==> config.mk <==
export PLATFORM = sky130hd
export DESIGN_NAME = an_sec_decoder_seq_flat
export DESIGN_NICKNAME = d
export VERILOG_FILES = /design/src/rtl/an_sec_decoder_seq_if.sv /design/src/rtl/an_sec_decoder_seq.sv /design/src/flat_wrapper.sv
export SDC_FILE = /design/constraint.sdc
export NUM_CORES = 1
export LEC_CHECK = 0
export BUFFER_PORTS_ARGS = -buffer_cell sky130_fd_sc_hd__buf_4
export CAP_MARGIN = 0
export CORE_MARGIN = 3
export CORE_UTILIZATION = 55
export DETAILED_ROUTE_END_ITERATION = 8
export PLACE_DENSITY = 0.83
export REMOVE_ABC_BUFFERS = 1
export SYNTH_ARGS = -nofsm -noshare
export SYNTH_HDL_FRONTEND = slang
export SYNTH_SLANG_ARGS = --single-unit
==> constraint.sdc <==
create_clock -name clk -period 5.6 [get_ports clk]
set_clock_uncertainty 0.15 [all_clocks]
set_input_delay 0.28 -clock clk [delete_from_list [all_inputs] [get_ports clk]]
set_output_delay 0.28 -clock clk [all_outputs]
set_load 0.02 [all_outputs]
==> src/rtl/an_sec_decoder_seq_if.sv <==
// Handshake bus of the AN-code SEC decoder: codeword in, decoded result out.
interface an_sec_decoder_seq_if #(
   parameter int W_BITS = 32,
   parameter int N_BITS = 25,
   parameter int P_BITS = 6
);
   logic              in_valid;
   logic              in_ready;
   logic [W_BITS-1:0] W;
   logic              out_valid;
   logic              out_ready;
   logic [N_BITS-1:0] N;
   logic              corrected;
   logic              uncorrectable;
   logic              ovf;
   logic [P_BITS-1:0] err_pos;
   logic              err_sign;

   modport master (
      output in_valid, W, out_ready,
      input  in_ready, out_valid, N, corrected, uncorrectable, ovf, err_pos, err_sign
   );

   modport slave (
      input  in_valid, W, out_ready,
      output in_ready, out_valid, N, corrected, uncorrectable, ovf, err_pos, err_sign
   );
endinterface

==> src/rtl/an_sec_decoder_seq.sv <==
// Sequential single-error-correcting AN-code decoder. One bit-serial restoring
// divider is reused for the syndrome division and the corrected re-division;
// residues 2^k mod A are generated by doubling instead of a table.
module an_sec_decoder_seq #(
   parameter int A       = 67,
   parameter int W_BITS  = 32,
   parameter int A_BITS  = 7,
   parameter int N_BITS  = 25,
   parameter int K_RANGE = 33,
   parameter int P_BITS  = 6
) (
   input logic               clk,
   input logic               rst,
   an_sec_decoder_seq_if.slave bus
);
   localparam int CNT_BITS = (W_BITS > 1) ? $clog2(W_BITS) : 1;
   localparam logic [A_BITS:0]   A_X = (A_BITS+1)'(A);
   localparam logic [A_BITS-1:0] A_R = A_BITS'(A);

   typedef enum logic [2:0] {IDLE, DIV1, SEARCH, CHECK, DIV2, DONE} state_t;

   state_t              state_q, state_d;
   logic [W_BITS-1:0]   w_reg_q, w_reg_d;   // captured codeword, needed again in CHECK
   logic [W_BITS-1:0]   sh_q, sh_d;         // dividend shifts out MSB, quotient shifts in LSB
   logic [A_BITS-1:0]   rem_q, rem_d;
   logic [CNT_BITS-1:0] cnt_q, cnt_d;
   logic [A_BITS-1:0]   p_q, p_d;           // 2^k mod A
   logic [P_BITS-1:0]   k_q, k_d;
   logic                sgn_q, sgn_d;
   logic [N_BITS-1:0]   n_q, n_d;
   logic                cor_q, cor_d;
   logic                unc_q, unc_d;
   logic                ovf_q, ovf_d;
   logic [P_BITS-1:0]   pos_q, pos_d;

   // One restoring-division step
   logic [A_BITS:0]     trial;
   logic                ge;
   logic [A_BITS-1:0]   rem_nx;
   logic [W_BITS-1:0]   sh_nx;
   logic                last;
   assign trial  = {rem_q, sh_q[W_BITS-1]};
   assign ge     = trial >= A_X;
   assign rem_nx = ge ? A_BITS'(trial - A_X) : A_BITS'(trial);
   assign sh_nx  = {sh_q[W_BITS-2:0], ge};
   assign last   = cnt_q == CNT_BITS'(W_BITS-1);

   // Residue search: compare against +2^k and -2^k, then double mod A
   logic [A_BITS:0]     p2;
   logic [A_BITS-1:0]   p_nx;
   logic                hit_pos, hit_neg;
   assign p2      = {p_q, 1'b0};
   assign p_nx    = (p2 >= A_X) ? A_BITS'(p2 - A_X) : A_BITS'(p2);
   assign hit_pos = rem_q == p_q;
   assign hit_neg = rem_q == (A_R - p_q);

   // Correction in W_BITS+2 bits so both underflow and overflow are visible
   logic [W_BITS+1:0]   pow, w_ext, w_new;
   logic                oob;
   assign pow   = {{(W_BITS+1){1'b0}}, 1'b1} << k_q;
   assign w_ext = {2'b00, w_reg_q};
   assign w_new = sgn_q ? (w_ext + pow) : (w_ext - pow);
   assign oob   = |w_new[W_BITS+1:W_BITS];

   logic [W_BITS-1:0]   qsel;
   logic                fin;

   // Next-state and datapath control
   always_comb begin
      state_d = state_q;
      w_reg_d = w_reg_q;
      sh_d    = sh_q;
      rem_d   = rem_q;
      cnt_d   = cnt_q;
      p_d     = p_q;
      k_d     = k_q;
      sgn_d   = sgn_q;
      n_d     = n_q;
      cor_d   = cor_q;
      unc_d   = unc_q;
      ovf_d   = ovf_q;
      pos_d   = pos_q;
      qsel    = sh_q;
      fin     = 1'b0;
      case (state_q)
         IDLE: if (bus.in_valid) begin
            w_reg_d = bus.W;
            sh_d    = bus.W;
            rem_d   = '0;
            cnt_d   = '0;
            sgn_d   = 1'b0;
            state_d = DIV1;
         end
         DIV1: begin
            sh_d  = sh_nx;
            rem_d = rem_nx;
            cnt_d = cnt_q + 1'b1;
            if (last) begin
               if (rem_nx == '0) begin
                  qsel    = sh_nx;
                  fin     = 1'b1;
                  cor_d   = 1'b0;
                  unc_d   = 1'b0;
                  pos_d   = '0;
                  state_d = DONE;
               end else begin
                  p_d     = A_BITS'(1);
                  k_d     = '0;
                  state_d = SEARCH;
               end
            end
         end
         SEARCH: begin
            if (hit_pos) begin
               sgn_d   = 1'b0;
               state_d = CHECK;
            end else if (hit_neg) begin
               sgn_d   = 1'b1;
               state_d = CHECK;
            end else if (k_q == P_BITS'(K_RANGE-1)) begin
               fin     = 1'b1;
               cor_d   = 1'b0;
               unc_d   = 1'b1;
               pos_d   = '0;
               state_d = DONE;
            end else begin
               p_d = p_nx;
               k_d = k_q + 1'b1;
            end
         end
         CHECK: begin
            if (oob) begin
               fin     = 1'b1;
               cor_d   = 1'b0;
               unc_d   = 1'b1;
               pos_d   = k_q;
               state_d = DONE;
            end else begin
               sh_d    = w_new[W_BITS-1:0];
               rem_d   = '0;
               cnt_d   = '0;
               state_d = DIV2;
            end
         end
         DIV2: begin
            sh_d  = sh_nx;
            rem_d = rem_nx;
            cnt_d = cnt_q + 1'b1;
            if (last) begin
               qsel    = sh_nx;
               fin     = 1'b1;
               cor_d   = 1'b1;
               unc_d   = 1'b0;
               pos_d   = k_q;
               state_d = DONE;
            end
         end
         DONE: if (bus.out_ready) state_d = IDLE;
         default: state_d = IDLE;
      endcase
      if (fin) begin
         n_d   = N_BITS'(qsel);
         ovf_d = |(qsel >> N_BITS);
      end
   end

   // State and datapath registers
   always_ff @(posedge clk or posedge rst) begin
      if (rst) begin
         state_q <= IDLE;
         w_reg_q <= '0;
         sh_q    <= '0;
         rem_q   <= '0;
         cnt_q   <= '0;
         p_q     <= '0;
         k_q     <= '0;
         sgn_q   <= 1'b0;
         n_q     <= '0;
         cor_q   <= 1'b0;
         unc_q   <= 1'b0;
         ovf_q   <= 1'b0;
         pos_q   <= '0;
      end else begin
         state_q <= state_d;
         w_reg_q <= w_reg_d;
         sh_q    <= sh_d;
         rem_q   <= rem_d;
         cnt_q   <= cnt_d;
         p_q     <= p_d;
         k_q     <= k_d;
         sgn_q   <= sgn_d;
         n_q     <= n_d;
         cor_q   <= cor_d;
         unc_q   <= unc_d;
         ovf_q   <= ovf_d;
         pos_q   <= pos_d;
      end
   end

   assign bus.in_ready      = state_q == IDLE;
   assign bus.out_valid     = state_q == DONE;
   assign bus.N             = n_q;
   assign bus.corrected     = cor_q;
   assign bus.uncorrectable = unc_q;
   assign bus.ovf           = ovf_q;
   assign bus.err_pos       = pos_q;
   assign bus.err_sign      = sgn_q;
endmodule

==> src/flat_wrapper.sv <==
// flat-port wrapper written by rule: the top's interface ports become plain ports
module an_sec_decoder_seq_flat 
#(
   parameter int A       = 67,
   parameter int W_BITS  = 32,
   parameter int A_BITS  = 7,
   parameter int N_BITS  = 25,
   parameter int K_RANGE = 33,
   parameter int P_BITS  = 6
)
  (clk, rst, bus_in_valid, bus_W, bus_out_ready, bus_in_ready, bus_out_valid, bus_N, bus_corrected, bus_uncorrectable, bus_ovf, bus_err_pos, bus_err_sign);
  an_sec_decoder_seq_if #(.W_BITS(W_BITS), .N_BITS(N_BITS), .P_BITS(P_BITS)) bus_i ();
  input logic clk;
  input logic rst;
  input wire logic [$bits(bus_i.in_valid)-1:0] bus_in_valid;
  input wire logic [$bits(bus_i.W)-1:0] bus_W;
  input wire logic [$bits(bus_i.out_ready)-1:0] bus_out_ready;
  output wire logic [$bits(bus_i.in_ready)-1:0] bus_in_ready;
  output wire logic [$bits(bus_i.out_valid)-1:0] bus_out_valid;
  output wire logic [$bits(bus_i.N)-1:0] bus_N;
  output wire logic [$bits(bus_i.corrected)-1:0] bus_corrected;
  output wire logic [$bits(bus_i.uncorrectable)-1:0] bus_uncorrectable;
  output wire logic [$bits(bus_i.ovf)-1:0] bus_ovf;
  output wire logic [$bits(bus_i.err_pos)-1:0] bus_err_pos;
  output wire logic [$bits(bus_i.err_sign)-1:0] bus_err_sign;
  assign bus_i.in_valid = bus_in_valid;
  assign bus_i.W = bus_W;
  assign bus_i.out_ready = bus_out_ready;
  assign bus_in_ready = bus_i.in_ready;
  assign bus_out_valid = bus_i.out_valid;
  assign bus_N = bus_i.N;
  assign bus_corrected = bus_i.corrected;
  assign bus_uncorrectable = bus_i.uncorrectable;
  assign bus_ovf = bus_i.ovf;
  assign bus_err_pos = bus_i.err_pos;
  assign bus_err_sign = bus_i.err_sign;
  an_sec_decoder_seq #(.A(A), .W_BITS(W_BITS), .A_BITS(A_BITS), .N_BITS(N_BITS), .K_RANGE(K_RANGE), .P_BITS(P_BITS)) u_core (.clk(clk), .rst(rst), .bus(bus_i));
endmodule
; After elaboration in Yosys (flattened, before gate mapping)
; Index checks and enable logic that the tools add are counted.
[totals]
regBits = 127
output_inout_bits = 37
[classes]
n_lt_le_gt_ge = 2
shifts = 1
eq_ne = 23
add_sub_neg = 7
n_reduce_logical = 15
mux = 72
[ops]
columns = operator, n
row1 = $mux 32, 5
row2 = $pmux 32 s3, 1
row3 = $mux 6, 12
row4 = $pmux 32 s2, 1
row5 = $mux 7, 9
row6 = $add 32x34->34, 1
row7 = $mux 34, 1
row8 = $shl 1x6->34 const A, 1
row9 = $sub 32x34->34, 1
row10 = $mux 3, 8
row11 = $pmux 6 s4, 1
row12 = $mux 1, 23
row13 = $pmux 7 s3, 1
row14 = $pmux 3 s6, 1
row15 = $ge 8x7->1 const B, 2
row16 = $pmux 5 s3, 1
row17 = $eq 7x7->1, 2
row18 = $ne 2x2->1 const B, 7
row19 = $pmux 7 s2, 1
row20 = $sub 7x7->7 const B, 2
row21 = $pmux 1 s4, 3
row22 = $pmux 6 s2, 1
row23 = $mux 5, 2
row24 = $ne 2x1->1 const B, 5
row25 = 23 further kinds, 28

; Depth between registers and ports, before layout
[depth]
depth_word = 7
depth_mapped = 27
depth_no_buf = 22

; Worst setup path before layout
; OpenSTA, ideal clock, no wires.
[synth_path]
path_type = reg2reg
start = reg u_core.k_q[1]
end = reg u_core.unc_q, in the netlist u_core.bus.uncorrectable
period_less_slack_ns = 4.890
setup_time_ns = 0.119
arrival_time_ns = 4.622
stages_incl_launch_ff = 26
required_ns = 5.331
path_slack_ns = 0.710
cell_sequence = dfrtp_1 inv_1 ha_1 buf_2 clkbuf_1 and3_1 inv_1 ha_1 o31ai_2 a21oi_1 and2_1 buf_2 a21o_1 a21oi_1 o2bb2ai_1 ha_1 and4_1 and2_1 a311o_1 a211oi_1 o21ai_0 xnor2_1 a41oi_2 buf_6 buf_6 o21a_1
[synth_via]
elab_chain_cells = 6
[synth_lines]
columns = element, line
row1 = "start, declared", an_sec_decoder_seq.sv:28  ; logic [P_BITS-1:0] k_q, k_d;
row2 = "start signal, assigned", an_sec_decoder_seq.sv:190  ; k_q <= k_d;
row3 = $shl 1x6->34, an_sec_decoder_seq.sv:60  ; assign pow = {{(W_BITS+1){1'b0}}, 1'b1} << k_q;
row4 = $sub 32x34->34 or $add 32x34->34 (tied branches), an_sec_decoder_seq.sv:62  ; assign w_new = sgn_q ? (w_ext + pow) : (w_ext - pow);
row5 = $mux 34, an_sec_decoder_seq.sv:62
row6 = $reduce_or 2->1, an_sec_decoder_seq.sv:63  ; assign oob = |w_new[W_BITS+1:W_BITS];
row7 = $ne 2x1->1 (no line), n/a
row8 = $reduce_and 8->1 (no line) (*), n/a
row9 = "end signal, assigned", an_sec_decoder_seq.sv:194  ; unc_q <= unc_d;
row10 = "end, declared", an_sec_decoder_seq.sv:32  ; logic unc_q, unc_d;
; Mark *: on every way between the ends. The rest lies on a longest branch, timed or not.
; A chain may end at the register's enable or synchronous reset.

; Worst setup path in the final report
[layout_path]
start = reg u_core.k_q[0]
end = reg u_core.ovf_q, in the netlist u_core.bus.ovf
[layout_via]
elab_chain_cells = 6
[layout_lines]
columns = element, line
row1 = $shl 1x6->34, an_sec_decoder_seq.sv:60
row2 = $sub 32x34->34 or $add 32x34->34 (tied branches), an_sec_decoder_seq.sv:62
row3 = $mux 34, an_sec_decoder_seq.sv:62
row4 = $reduce_or 2->1, an_sec_decoder_seq.sv:63
row5 = $mux 1, an_sec_decoder_seq.sv:132  ; if (oob) begin
row6 = $pmux 1 s4 (*), an_sec_decoder_seq.sv:85  ; case (state_q)
row7 = "end signal, assigned", an_sec_decoder_seq.sv:195  ; ovf_q <= ovf_d;
row8 = "end, declared", an_sec_decoder_seq.sv:33  ; logic ovf_q, ovf_d;
; Marks and branches as above.

==> metrics.txt <==
result of the run=complete, no violations; Vias/cell=around 6.3; post-synthesis sequential area ratio=0.345; Rows=46; CP required=between 5 and 6 ns; Sequential Power Share=0.276; CP Capture Type=register; Slowest-stage cell, CP=o32ai_1; FF+latch count, synth=127; Die X=roughly 140 um; CP arrival=between 5 and 6 ns; Psw=about 2.3 mW; Pleak=~4.6 nW; IO buf count=72; routability cong.=between 0.9 and 1; CTS tree=built; crit path cell chain=ha_1 -> ha_1 -> a21oi_1 -> o32ai_1 -> a32o_1 -> a21oi_2 -> nor2_1 -> a21oi_1 -> a41oi_1 -> ha_1 -> and4_1 -> and2_1 -> a311o_1 -> a211oi_1 -> o21ai_0 -> xnor2_1 -> buf_4 -> a41oi_4 -> buf_8 -> nor2_1 -> a31oi_1; Hold Crit Class=in -> reg; Ports=73; # diodes=0; leading area contributor after synthesis=dfrtp_1; Slowest Stage Delay on Critical Path=approximately 0.48 ns; total die area=18300 sq um; first-pass iteration count of the detailed router=9; latest clock arrival within the worst-skew pair=0.44 ns; Cell Pwr Density=494 nW/um^2; Final Hold Violating Endpoints=0; Post-synth EDFFs=0; dpl ws=~0.21 ns; Area Overhead vs Synth=19.1%; sw frac=0.430; max-slew violation count=0; crit-path max FO=25; clk sinks=~130; Slew Limit Headroom=0.360; Overall Global Routing Usage=0.310; starting density of the core=0.571; YS warnings=0; share of layout cells above drive strength 1=0.178; # nets final=around 1300; number of global-route vias before repair=between 8000 and 9000; Remaining DRCs=0; post-route worst setup slack=0.232 ns; Distinct cells, synth=a little under 80; final worst path period share=0.959; Clock power frac=0.211; Logic pwr share=0.513; kind of critical path=reg -> reg; first-pass GRT wire length=approximately 45000 um; root buf cell=clkbuf_16; initial DRC count=between 900 and 1000; WL/cell=about 20 um; fraction of registers with async set/reset=1.00; Top FF cell, synth=dfrtp_1; Max-Cap Viols=0; die extent in y=~140 um; Worst-Margin Slew=between 0.9 and 1 ns; Synth Area in Adders=0.0620; Mapped Avg Cell Area=~8.5 sq um; complex-gate fraction of the synthesized area=0.253; core area=between 15000 and 20000 sq um; Max Buffers Root-to-Sink=2; most numerous cell on the critical path=ha_1; Final Critical Period=around 5.4 ns; multiplexer area fraction after synthesis=0.0475; most instantiated cells after synthesis=nand2_1 (128), dfrtp_1 (127), nor2_1 (101); pin count of the biggest net entering global routing=a little under 70; top achievable clock speed=approximately 190 MHz; number of CTS-inserted buffers=17; final wirelength=28000 um; DRT antenna net count=0; final setup violating endpoints=0; CTS clk-pin slew, worst paths=about 0.06 ns; cell-internal power=just over 3 mW; grt total ovfl=0; post-synthesis simple-gate area fraction=0.178; Setup crit start kind=register; top-count cell post-synth=nand2_1; largest family of logic cells by synthesized area=compound AO/OA/AOI/OAI gates; initial antenna violation count=0; Peak VDD IR=0.000282 V; Final HPWL DP=between 15000 and 20000 um; htree depth=4; ranking of synthesized cells by area=dfrtp_1 (35%), ha_1 (6.0%), nand2_1 (5.2%); placed cells=around 1300; Layout Cells excl Fill=approximately 1400; total vias in the final route=roughly 8900; post-synthesis xor/xnor area fraction=0.0636; cells after synthesis=approximately 1100; Post-Syn Area=roughly 9200 sq um; top cell type's share of synthesized area=0.345
-- area by class of cell --
type	instances	area, sq um
Clock buffer	21	470
Inverter	32	123
Fill cell	1315	5160
Timing Repair Buffer	141	1170
Clock inverter	11	129
Tap cell	216	270
Multi-Input combinational cell	854	5610
Sequential cell	127	3180
-- path summary, 6_finish.rpt --
check | startpoint | endpoint | slack, ns | cells past startpoint
setup reg to reg | u_core.k_q[0] | u_core.bus.ovf | 0.23 | 21
hold / removal | bus_out_ready | u_core.state_q[0] | 0.22 | 5
hold reg to reg | u_core.bus.uncorrectable | u_core.bus.uncorrectable | 0.34 | 1
min in group asynchronous | rst | u_core.bus.N[4] | 0.37 | 3
max in group asynchronous | rst | u_core.w_reg_q[11] | 3.57 | 4
setup / recovery | u_core.k_q[0] | u_core.bus.ovf | 0.23 | 21
-- timing repair --
action / 4_1_cts / 5_1_grt
hold buffers: 33 / 0
gates resized for setup: 0 / 10
setup endpoints to repair: 0 / 78
buffers inserted: 0 / 0
hold endpoints to repair: 91 / 0
-- stage by stage --
stage	setup TNS, ns	util	power (mW)	hold slack (ns)	cell area [sq um]
global placement	0	0.620	4.06	0.301	9990
CTS	0	0.677	5.34	0.198	10900
global route	-0.0201	0.680	5.74	0.238	11000
floorplan	-85.94	-	3.40	0.247	8850
finish	0	0.680	5.41	0.220	11000
detailed placement	0	0.620	4.14	0.317	9990
-- worst max-delay path, delay by kind of cell (launching register included) --
kind / cells / cell delay [ns]
fa+ha+maj: 3 / 0.98
flops: 1 / 0.46
buf+inv: 2 / 0.42
simple gates: 4 / 0.70
compound gates: 11 / 2.43
xor+xnor: 1 / 0.14
-- state kept, by name, indices dropped and copies added, names as in the netlist --
signal	cells
u_core.w_reg_q	32
u_core.bus.ovf	1
u_core.bus.N	25
u_core.bus.uncorrectable	1
u_core.bus.err_sign	1
u_core.k_q	6
u_core.p_q	7
u_core.bus.err_pos	6
u_core.bus.corrected	1
u_core.sh_q	32
u_core.state_q	3
u_core.cnt_q	5
u_core.rem_q	7
-- cells by family after synthesis --
family          after synthesis
simple gates                357
compound gates              347
flops                       127
buf+inv                     103
xor+xnor                     66
fa+ha+maj                    45
mux                          39
-- power by group through the flow --
stage	Clock, mW	Sequential (mW)	Combinational (mW)
2_1_floorplan	0	1.40	2.00
3_3_place_gp	0	1.47	2.59
3_5_place_dp	0	1.48	2.66
4_1_cts	1.14	1.47	2.72
5_1_grt	1.19	1.52	3.04
6_report	1.14	1.49	2.78
-- cell usage in the layout (no fill, tap or decap), types with 4 or more instances in the layout --
master	n
nand2_1	128
o31ai_2	10
a22oi_1	28
nor3_1	23
o21ai_0	55
inv_1	31
o31ai_1	13
buf_4	105
mux2_2	34
and3_1	8
o211ai_1	5
o21ai_1	32
a222oi_1	16
xor2_1	13
a31oi_1	8
o21a_1	4
nand2b_1	14
a21oi_2	6
mux2i_1	4
clkbuf_16	17
o22ai_1	7
nor2b_1	14
a211oi_1	9
o41ai_1	4
a21oi_1	83
o21bai_1	5
ha_1	41
nand3_1	33
dlygate4sd3_1	33
and2_1	7
dfrtp_1	127
o221ai_1	11
nor2_1	100
a21o_1	18
xnor2_1	52
-- per-layer routing --
layer	global-route usage	wire, um
met1	0.433	11900
met2	0.462	12600
met3	0.0587	2360
met4	0.156	1170
met5	0	0
Power figures use the tool's default switching activity.
